$ cat src/rtl/cmem_arb_ctrl_if.sv
// Requester-side bundle for cmem_arb_ctrl: fill write port, lookup read port
// and the read response. master = requester side, slave = controller side.
interface cmem_arb_ctrl_if #(
    parameter int AW = 8,
    parameter int DW = 20
);
    logic          fill_valid;
    logic          fill_ready;
    logic [AW-1:0] fill_addr;
    logic [DW-1:0] fill_data;
    logic          rd_valid;
    logic          rd_ready;
    logic [AW-1:0] rd_addr;
    logic          rsp_valid;
    logic [DW-1:0] rsp_data;

    modport master (
        output fill_valid, fill_addr, fill_data,
        output rd_valid, rd_addr,
        input  fill_ready, rd_ready,
        input  rsp_valid, rsp_data
    );

    modport slave (
        input  fill_valid, fill_addr, fill_data,
        input  rd_valid, rd_addr,
        output fill_ready, rd_ready,
        output rsp_valid, rsp_data
    );
endinterface

$ cat src/rtl/cmem_arb_ctrl.sv
// Front-end for the cmem macro: post-reset clear, round-robin fill/lookup
// arbitration, two-phase CEN/WEN timing and fixed 2-cycle read return.
// Ports: clk, rst (sync, active high); req (slave modport: fill, lookup and
// response handshakes); init_done; mem_A0/mem_CADDR/mem_D/mem_WEN/mem_CEN
// toward the macro and mem_Q back from it.
module cmem_arb_ctrl #(
    parameter int AW       = 8,
    parameter int DW       = 20,
    parameter int DEPTH    = 256,
    parameter int CLEAR_EN = 1
) (
    input  logic          clk,
    input  logic          rst,
    cmem_arb_ctrl_if.slave req,
    output logic          init_done,
    output logic [AW-1:0] mem_A0,
    output logic [AW-1:0] mem_CADDR,
    output logic [DW-1:0] mem_D,
    output logic          mem_WEN,
    output logic          mem_CEN,
    input  logic [DW-1:0] mem_Q
);
    typedef enum logic {CLEAR, SERVE} state_t;

    localparam logic [AW:0] LAST = (AW+1)'(DEPTH - 1);

    state_t        state;
    logic [AW:0]   cnt;
    logic          last_rd;
    logic          acc_rd;
    logic [AW-1:0] a0_q;
    logic [AW-1:0] caddr_q;
    logic [DW-1:0] d_q;
    logic          serve;
    logic          clr_go;
    logic          fill_go;
    logic          rd_go;
    logic          wr_go;

    // Readies depend only on the competing port's valid and last_grant,
    // so a lone requester sees ready without a combinational loop.
    always_comb begin
        serve          = (state == SERVE) && !rst;
        clr_go         = (state == CLEAR) && !rst;
        req.fill_ready = serve && (!req.rd_valid || last_rd);
        req.rd_ready   = serve && (!req.fill_valid || !last_rd);
        fill_go        = req.fill_valid && req.fill_ready;
        rd_go          = req.rd_valid && req.rd_ready;
        wr_go          = clr_go || fill_go;
        mem_A0         = a0_q;
        mem_CADDR      = caddr_q;
        mem_D          = d_q;
        if (clr_go) begin
            mem_A0    = cnt[AW-1:0];
            mem_CADDR = cnt[AW-1:0];
            mem_D     = '0;
        end else if (fill_go) begin
            mem_A0    = req.fill_addr;
            mem_CADDR = req.fill_addr;
            mem_D     = req.fill_data;
        end else if (rd_go) begin
            mem_A0    = req.rd_addr;
        end
    end

    always_ff @(posedge clk) begin
        if (rst) begin
            state         <= (CLEAR_EN != 0) ? CLEAR : SERVE;
            cnt           <= '0;
            last_rd       <= 1'b1;
            acc_rd        <= 1'b0;
            a0_q          <= '0;
            caddr_q       <= '0;
            d_q           <= '0;
            mem_CEN       <= 1'b1;
            mem_WEN       <= 1'b1;
            req.rsp_valid <= 1'b0;
            req.rsp_data  <= '0;
            init_done     <= (CLEAR_EN == 0);
        end else begin
            a0_q          <= mem_A0;
            caddr_q       <= mem_CADDR;
            d_q           <= mem_D;
            mem_CEN       <= !(wr_go || rd_go);
            mem_WEN       <= !wr_go;
            // Q is valid by the end of the access cycle (negedge core).
            acc_rd        <= rd_go;
            req.rsp_valid <= acc_rd;
            if (acc_rd)
                req.rsp_data <= mem_Q;
            if (fill_go)
                last_rd <= 1'b0;
            else if (rd_go)
                last_rd <= 1'b1;
            if (clr_go) begin
                if (cnt == LAST) begin
                    state     <= SERVE;
                    init_done <= 1'b1;
                end else begin
                    cnt <= cnt + 1'b1;
                end
            end
        end
    end
endmodule
$ cat src/flat_wrapper.sv
// flat-port wrapper written by rule: the top's interface ports become plain ports
module cmem_arb_ctrl_flat 
#(
    parameter int AW       = 8,
    parameter int DW       = 20,
    parameter int DEPTH    = 256,
    parameter int CLEAR_EN = 1
)
  (clk, rst, init_done, mem_A0, mem_CADDR, mem_D, mem_WEN, mem_CEN, mem_Q, req_fill_valid, req_fill_addr, req_fill_data, req_rd_valid, req_rd_addr, req_fill_ready, req_rd_ready, req_rsp_valid, req_rsp_data);
  cmem_arb_ctrl_if #(.AW(AW), .DW(DW)) req_i ();
  input  logic clk;
  input  logic rst;
  output logic init_done;
  output logic [AW-1:0] mem_A0;
  output logic [AW-1:0] mem_CADDR;
  output logic [DW-1:0] mem_D;
  output logic mem_WEN;
  output logic mem_CEN;
  input  logic [DW-1:0] mem_Q;
  input wire logic [$bits(req_i.fill_valid)-1:0] req_fill_valid;
  input wire logic [$bits(req_i.fill_addr)-1:0] req_fill_addr;
  input wire logic [$bits(req_i.fill_data)-1:0] req_fill_data;
  input wire logic [$bits(req_i.rd_valid)-1:0] req_rd_valid;
  input wire logic [$bits(req_i.rd_addr)-1:0] req_rd_addr;
  output wire logic [$bits(req_i.fill_ready)-1:0] req_fill_ready;
  output wire logic [$bits(req_i.rd_ready)-1:0] req_rd_ready;
  output wire logic [$bits(req_i.rsp_valid)-1:0] req_rsp_valid;
  output wire logic [$bits(req_i.rsp_data)-1:0] req_rsp_data;
  assign req_i.fill_valid = req_fill_valid;
  assign req_i.fill_addr = req_fill_addr;
  assign req_i.fill_data = req_fill_data;
  assign req_i.rd_valid = req_rd_valid;
  assign req_i.rd_addr = req_rd_addr;
  assign req_fill_ready = req_i.fill_ready;
  assign req_rd_ready = req_i.rd_ready;
  assign req_rsp_valid = req_i.rsp_valid;
  assign req_rsp_data = req_i.rsp_data;
  cmem_arb_ctrl #(.AW(AW), .DW(DW), .DEPTH(DEPTH), .CLEAR_EN(CLEAR_EN)) u_core (.clk(clk), .rst(rst), .req(req_i), .init_done(init_done), .mem_A0(mem_A0), .mem_CADDR(mem_CADDR), .mem_D(mem_D), .mem_WEN(mem_WEN), .mem_CEN(mem_CEN), .mem_Q(mem_Q));
endmodule
$ cat config.mk
export PLATFORM = sky130hd
export DESIGN_NAME = cmem_arb_ctrl_flat
export DESIGN_NICKNAME = d
export VERILOG_FILES = /design/src/rtl/cmem_arb_ctrl_if.sv /design/src/rtl/cmem_arb_ctrl.sv /design/src/flat_wrapper.sv
export SDC_FILE = /design/constraint.sdc
export NUM_CORES = 1
export LEC_CHECK = 0
export BUFFER_PORTS_ARGS = -buffer_cell sky130_fd_sc_hd__buf_2
export CAP_MARGIN = 5
export CORE_ASPECT_RATIO = 1.2
export CORE_MARGIN = 8
export CORE_UTILIZATION = 47
export DETAILED_ROUTE_END_ITERATION = 7
export GPL_TIMING_DRIVEN = 0
export PLACE_DENSITY = 0.77
export SETUP_SLACK_MARGIN = 0.05
export SLEW_MARGIN = 0
export SYNTH_ARGS = -nofsm -noshare
export SYNTH_HDL_FRONTEND = slang
export SYNTH_SLANG_ARGS = --single-unit
export TNS_END_PERCENT = 20
$ cat constraint.sdc
create_clock -name clk -period 1.8 [get_ports clk]
set_input_delay 0.45 -clock clk [delete_from_list [all_inputs] [get_ports clk]]
set_output_delay 0.45 -clock clk [all_outputs]
set_load 0.01 [all_outputs]
==> results of run 1 <==
[repair_timing]
| action | 4_1_cts | 5_1_grt |
|---|---|---|
| setup buffers | 9 | 2 |
| hold buffers | 0 | 0 |
| pin swaps | 13 | 6 |
| endpoints found under the setup margin | 39 | 42 |
| resized for setup | 26 | 19 |
[state kept, by name, summed over array words and instances (netlist names)]
signal                count
u_core.req.rsp_valid      1
u_core.cnt                9
u_core.req.rsp_data      20
u_core.d_q               20
u_core.state              1
u_core.acc_rd             1
u_core.caddr_q            8
u_core.a0_q               8
u_core.mem_WEN            1
u_core.last_rd            1
u_core.mem_CEN            1
[kinds of logic after synthesis]
logic type                 Yosys count  synth area share [%]
and+or+nand+nor                    104                  15.7
DFF                                 71                  51.0
AOI/OAI and AO/OA                   50                  11.5
muxes                               40                  14.4
buffers and inverters               30                  4.63
xor gates and xnor gates             6                  1.89
adders and majority gates            2                 0.898
[cell type report]
| cell class | instances | area [sq um] | area share (%) |
|---|---|---|---|
| multi-input combinational | 202 | 1430 | 36.1 |
| tap | 80 | 100 | 2.53 |
| sequential | 71 | 1420 | 36.0 |
| clock inverter | 5 | 27.5 | 0.695 |
| inverter | 10 | 37.5 | 0.948 |
| clock buffer | 9 | 124 | 3.13 |
| timing repair buffer | 131 | 689 | 17.4 |
| buffer | 18 | 129 | 3.26 |
[cell usage in the layout (no fill, tap or decap), types with 3 or more instances in the layout]
master and instances:
a21oi_1 12, a22oi_2 15, buf_1 4, buf_2 121, buf_4 12, buf_6 3
clkbuf_1 4, clkbuf_8 10, clkinv_2 4, dfxtp_1 69, inv_1 10, mux2i_1 33
mux2i_2 5, nand2_1 14, nor2_1 69, o21ai_1 7, o31ai_1 8, xnor2_1 3
xor2_1 3
[per-layer routing]
metal / up-vias / part of all wire, % / global-route usage (%)
li1: 1299 / - / -
met1: 1181 / 42 / 20.2
met2: 83 / 49 / 29.9
met3: 10 / 7.1 / 4.66
met4: 0 / 1.6 / 8.50
met5: - / 0 / 0
[worst paths after layout]
path,startpoint,end,slack [ps]
setup / recovery,u_core.state$_SDFFE_PP0P_,mem_D[19],-350
hold / removal,mem_Q[3],u_core.req.rsp_data[3]$_SDFFE_PP0P_,350
setup reg to reg,u_core.cnt[0]$_SDFFE_PP0P_,u_core.cnt[3]$_SDFFE_PP0P_,120
hold reg to reg,u_core.caddr_q[6]$_SDFF_PP0_,u_core.caddr_q[6]$_SDFF_PP0_,470
[worst min-delay path, stage by stage]
cell and delay [ps]:
buf_2 70, mux2i_1 50, nor2_1 70
[through the flow]
step,instances,power [mW],TNS [ps]
floorplan,303,1.71,0
global placement,503,1.81,-7950
detailed placement,503,1.82,-8340
CTS,525,2.85,-10960
global route,526,2.94,-14660
finish,526,2.83,-11090
[power groups by stage]
stage	clock network, mW	registers [mW]	logic, mW
after floorplan	0	1.63	0.0806
after global placement	0	1.63	0.179
after detailed placement	0	1.63	0.183
after CTS	1.06	1.60	0.194
after global routing	1.12	1.60	0.218
final	1.03	1.60	0.198
==> results.json, run 1 <==
{
  "drive_gt1_share_pct": 43.7,
  "worstSetupEndpointType": "primary output",
  "synthToLayoutAreaGrowth_pct": 42.1,
  "swShare_pct": 24.0,
  "synth_common_cells": "nor2_1 (72), dfxtp_1 (71), mux2i_1 (40)",
  "yosysMostFrequentCell": "nor2_1",
  "drt_iter0_drc": 100,
  "path_buf_inv": 3,
  "die-area_sq_um": 8660,
  "clk_latency_ps": 340,
  "grt_max_degree": 12,
  "grt_usage_pct": 17.7,
  "synth_area_per_cell_sq_um": 9.19,
  "routed_wl_um": 7810,
  "power.switching_mw": 0.678,
  "io-pin-count": 122,
  "grt_overflow": 0,
  "grt_pass1_vias": 2525,
  "rsz0062_at_grt": "yes",
  "n_fill_cell": 493,
  "cts_tree": "built",
  "vias": 2573,
  "finalHoldViolCount": 0,
  "ys_seq_area_share_pct": 51.0,
  "skew_ps": 10.4,
  "synth_seq_cells": 71,
  "critical_path_peak_fanout": 10,
  "hold_class": "in2reg",
  "relSlewSlack_pct": 65.8,
  "fp.dieW_um": 86.3,
  "fin_crit_sh_pct": 120,
  "routed_via_density": 4.89,
  "leakage_nw": 1.87,
  "dpl_cell_area_sq_um": 3550,
  "place.gp.congestion": 0.786,
  "final_cell_area_sq_um": 3960,
  "hpwlAfterDp_um": 5580,
  "async_reset_ff_share_pct": 0,
  "die_h_um": 100,
  "finalCriticalPeriod_ps": 2150,
  "final_core_util_pct": 69.4,
  "antenna_found_initial": 0,
  "p_int_mw": 2.15,
  "holdPathStages": 3,
  "antenna_cells": 0,
  "path_delay_family": "buffers and inverters",
  "status": "finished, violations left",
  "dp_slack_ps": -398,
  "crit_chain": "buf_6 > nor2b_4 > nand3_4 > buf_8 > mux2i_1 > nor2_1 > buf_2",
  "p_per_area_nw_per_um2": 714,
  "drc_errors": 0,
  "syn_area_sq_um": 2790,
  "htreeDepth": 3,
  "clk_pin_slew_ps": 70,
  "netlist_instances": 303,
  "grt_pass1_wl_um": 12300,
  "cp_slowest_cell": "dfxtp_2",
  "worstSetupPathType": "reg2out",
  "rows": 30,
  "finalMaxSlewViolations": 0,
  "cts_buffers": 9,
  "avgRoutedWirePerCell_um": 14.8,
  "clockBufferDepth": 2,
  "ant_nets": 0,
  "synth_cell_types": 33,
  "clock_power_share_pct": 36.5,
  "clock_sinks": 71,
  "numPortBuffers": 120,
  "ys.flop_type": "dfxtp_1",
  "final-setup-viol-count": 36,
  "synth_top_area_share_pct": 51.0,
  "nets": 505,
  "violations": "negative setup slack",
  "cp.depth": 7,
  "cts_root_buf": "clkbuf_8",
  "worstMarginPinSlew_ps": 514,
  "layout_setup_ws_ps": -354,
  "combPwrFrac_pct": 7.0,
  "syn-num-nets": 365,
  "vdd_ir_drop_max_v": 0.000547,
  "ys_warn_count": 0,
  "arrival_ps": 1700,
  "rr_worst_depth": 7,
  "max_freq_ghz": 0.464,
  "core-area_sq_um": 5710,
  "synth_area_leaders": "dfxtp_1 (51%), mux2i_1 (14%), nor2_1 (9.7%)",
  "slowest_delay_ps": 330,
  "yosys.area.top_type": "dfxtp_1",
  "whs_ps": 349,
  "maxCapViolCount": 0,
  "start_util_pct": 48.8,
  "synth-edff-count": 0,
  "pwr-share-seq_pct": 56.5,
  "crit_path_start_kind": "flip-flop",
  "first_pass_iters": 4,
  "cp.required_ps": 1350
}
Note: power is estimated with default switching activity, not from simulation.
==> inputs of run 2 (changes only) <==
- CORE_UTILIZATION: 47 -> 35
- CTS_CLUSTER_SIZE: not set -> 28
- PLACE_DENSITY: 0.77 -> 0.6
==> results.json, run 2 (synthesized netlist as in run 1, its figures left out) <==
{
  "status": "finished, violations left",
  "violations": "negative setup slack",
  "vdd_ir_drop_max_v": 0.000621,
  "path_buf_inv": 3,
  "grt_max_degree": 12,
  "clk_pin_slew_ps": 70,
  "synthToLayoutAreaGrowth_pct": 43.7,
  "routed_wl_um": 8020,
  "antenna_cells": 0,
  "worstMarginPinSlew_ps": 564,
  "grt_pass1_vias": 2609,
  "io-pin-count": 122,
  "nets": 502,
  "fin_crit_sh_pct": 119,
  "top_regs": "u_core.d_q x20, u_core.req.rsp_data x20, u_core.cnt x9",
  "layout_setup_ws_ps": -336,
  "swShare_pct": 21.3,
  "rows": 35,
  "drt_iter0_drc": 74,
  "numPortBuffers": 120,
  "holdPathStages": 3,
  "worstSetupPathType": "reg2out",
  "instances_no_fill": 537,
  "htreeDepth": 3,
  "worstSetupEndpointType": "primary output",
  "arrival_ps": 1690,
  "final_common_cell": "buf_2",
  "die_h_um": 114,
  "grt_pass1_wl_um": 12800,
  "clockBufferDepth": 2,
  "relSlewSlack_pct": 62.4,
  "vias": 2584,
  "grt_usage_pct": 14.2,
  "clock_sinks": 71,
  "layout_common_cells": "buf_2 (122), nor2_1 (70), dfxtp_1 (69)",
  "grt_overflow": 0,
  "crit_chain": "buf_6 > nor2b_4 > nand3_2 > buf_6 > mux2i_2 > nor2_1 > buf_2",
  "final-setup-viol-count": 36,
  "r2r_start": "u_core.cnt[0]$_SDFFE_PP0P_",
  "drc_errors": 0,
  "maxCapViolCount": 0,
  "hpwlAfterDp_um": 5780,
  "finalHoldViolCount": 0,
  "rsz0062_at_grt": "yes",
  "die-area_sq_um": 11100,
  "tns_ps": -10600,
  "critPathLaunch": "u_core.state$_SDFFE_PP0P_",
  "fp.dieW_um": 97.4,
  "cts_tree": "built",
  "cp.depth": 7,
  "clock_power_share_pct": 44.2,
  "max_freq_ghz": 0.468,
  "hp-start": "mem_Q[14]",
  "power.switching_mw": 0.687,
  "clk_latency_ps": 340,
  "finalCriticalPeriod_ps": 2140,
  "routed_via_density": 4.81,
  "p_int_mw": 2.53,
  "leakage_nw": 1.88,
  "ctsHoldBuffers": 0,
  "cts_root_buf": "clkbuf_8",
  "pwr-share-seq_pct": 49.6,
  "cp_slowest_cell": "dfxtp_2",
  "drive_gt1_share_pct": 43.4,
  "combPwrFrac_pct": 6.2,
  "skew_ps": 7.55,
  "critical_path.most_common_cell": "buf_6",
  "slowest_delay_ps": 330,
  "critical_path_peak_fanout": 10,
  "core-area_sq_um": 7710,
  "ant_nets": 0,
  "crit_path_start_kind": "flip-flop",
  "first_pass_iters": 4,
  "cp.required_ps": 1350,
  "dp.cells": 515,
  "r2r_slack_ps": 120,
  "finalMaxSlewViolations": 0,
  "cts_buffers": 9,
  "avgRoutedWirePerCell_um": 14.9,
  "start_util_pct": 36.1,
  "path_delay_family": "buffers and inverters",
  "hold_class": "in2reg",
  "p_per_area_nw_per_um2": 804,
  "rr_worst_depth": 7,
  "place.gp.congestion": 0.810,
  "antenna_found_initial": 0
}
## run 2: worst register-to-register path, stage by stage (launching register included)
cell	delay [ps]
dfxtp_2	350
ha_1	220
nand3_1	80
nor2_1	50
ha_2	200
nand3b_1	230
or3_1	340
a21oi_1	140
## run 2: worst paths after layout
check / to
worst max-delay path: mem_D[11]
worst min register to register: u_core.caddr_q[2]$_SDFF_PP0_
worst max register to register: u_core.cnt[3]$_SDFFE_PP0P_
worst min-delay path: u_core.req.rsp_data[14]$_SDFFE_PP0P_
## run 2: stage by stage
step | hold WS, ps | setup slack (ps) | total power [mW] | utilization [%] | instance area (sq um)
final | 344 | -336 | 3.22 | 51.9 | 4000
after global routing | 341 | -442 | 3.36 | 51.9 | 4000
after CTS | 328 | -396 | 3.26 | 51.1 | 3940
after detailed placement | 466 | -455 | 1.82 | 46.3 | 3560
after global placement | 458 | -455 | 1.81 | 46.3 | 3560
after floorplan | 446 | 12.5 | 1.71 | - | 2850
## run 2: power by group through the flow
stage / Clock [mW] / Sequential (mW) / Combinational [mW]
3_5_place_dp: 0 / 1.63 / 0.185
6_report: 1.42 / 1.60 / 0.200
3_3_place_gp: 0 / 1.63 / 0.184
5_1_grt: 1.54 / 1.60 / 0.223
4_1_cts: 1.47 / 1.60 / 0.197
2_1_floorplan: 0 / 1.63 / 0.0806
## run 2: area by class of cell
class | instances | area (sq um)
plain buffers | 18 | 114
clock buffers | 13 | 159
clock inverters | 3 | 65.1
fillers | 761 | 3710
inverters | 10 | 37.5
multi-input cells | 202 | 1420
flip-flops and latches | 71 | 1420
well taps | 92 | 115
repair buffers | 128 | 664
## run 2: layer usage
layer  vias up  part of all wire, %  routed length, um  global-route usage, %
met5         -                    0                  0                      0
met4         0                  2.6                205                   8.00
met3        14                  5.8                464                   3.81
met2        77                   48               3840                   23.0
met1      1199                   44               3510                   16.6
li1       1294                    -                  -                      -
## run 2: what timing repair did
| action | 4_1_cts | 5_1_grt |
|---|---|---|
| pin swaps | 8 | 17 |
| setup endpoints to repair | 41 | 41 |
| gates resized for setup | 23 | 22 |
| cloned | 0 | 1 |
| buffers inserted | 7 | 0 |
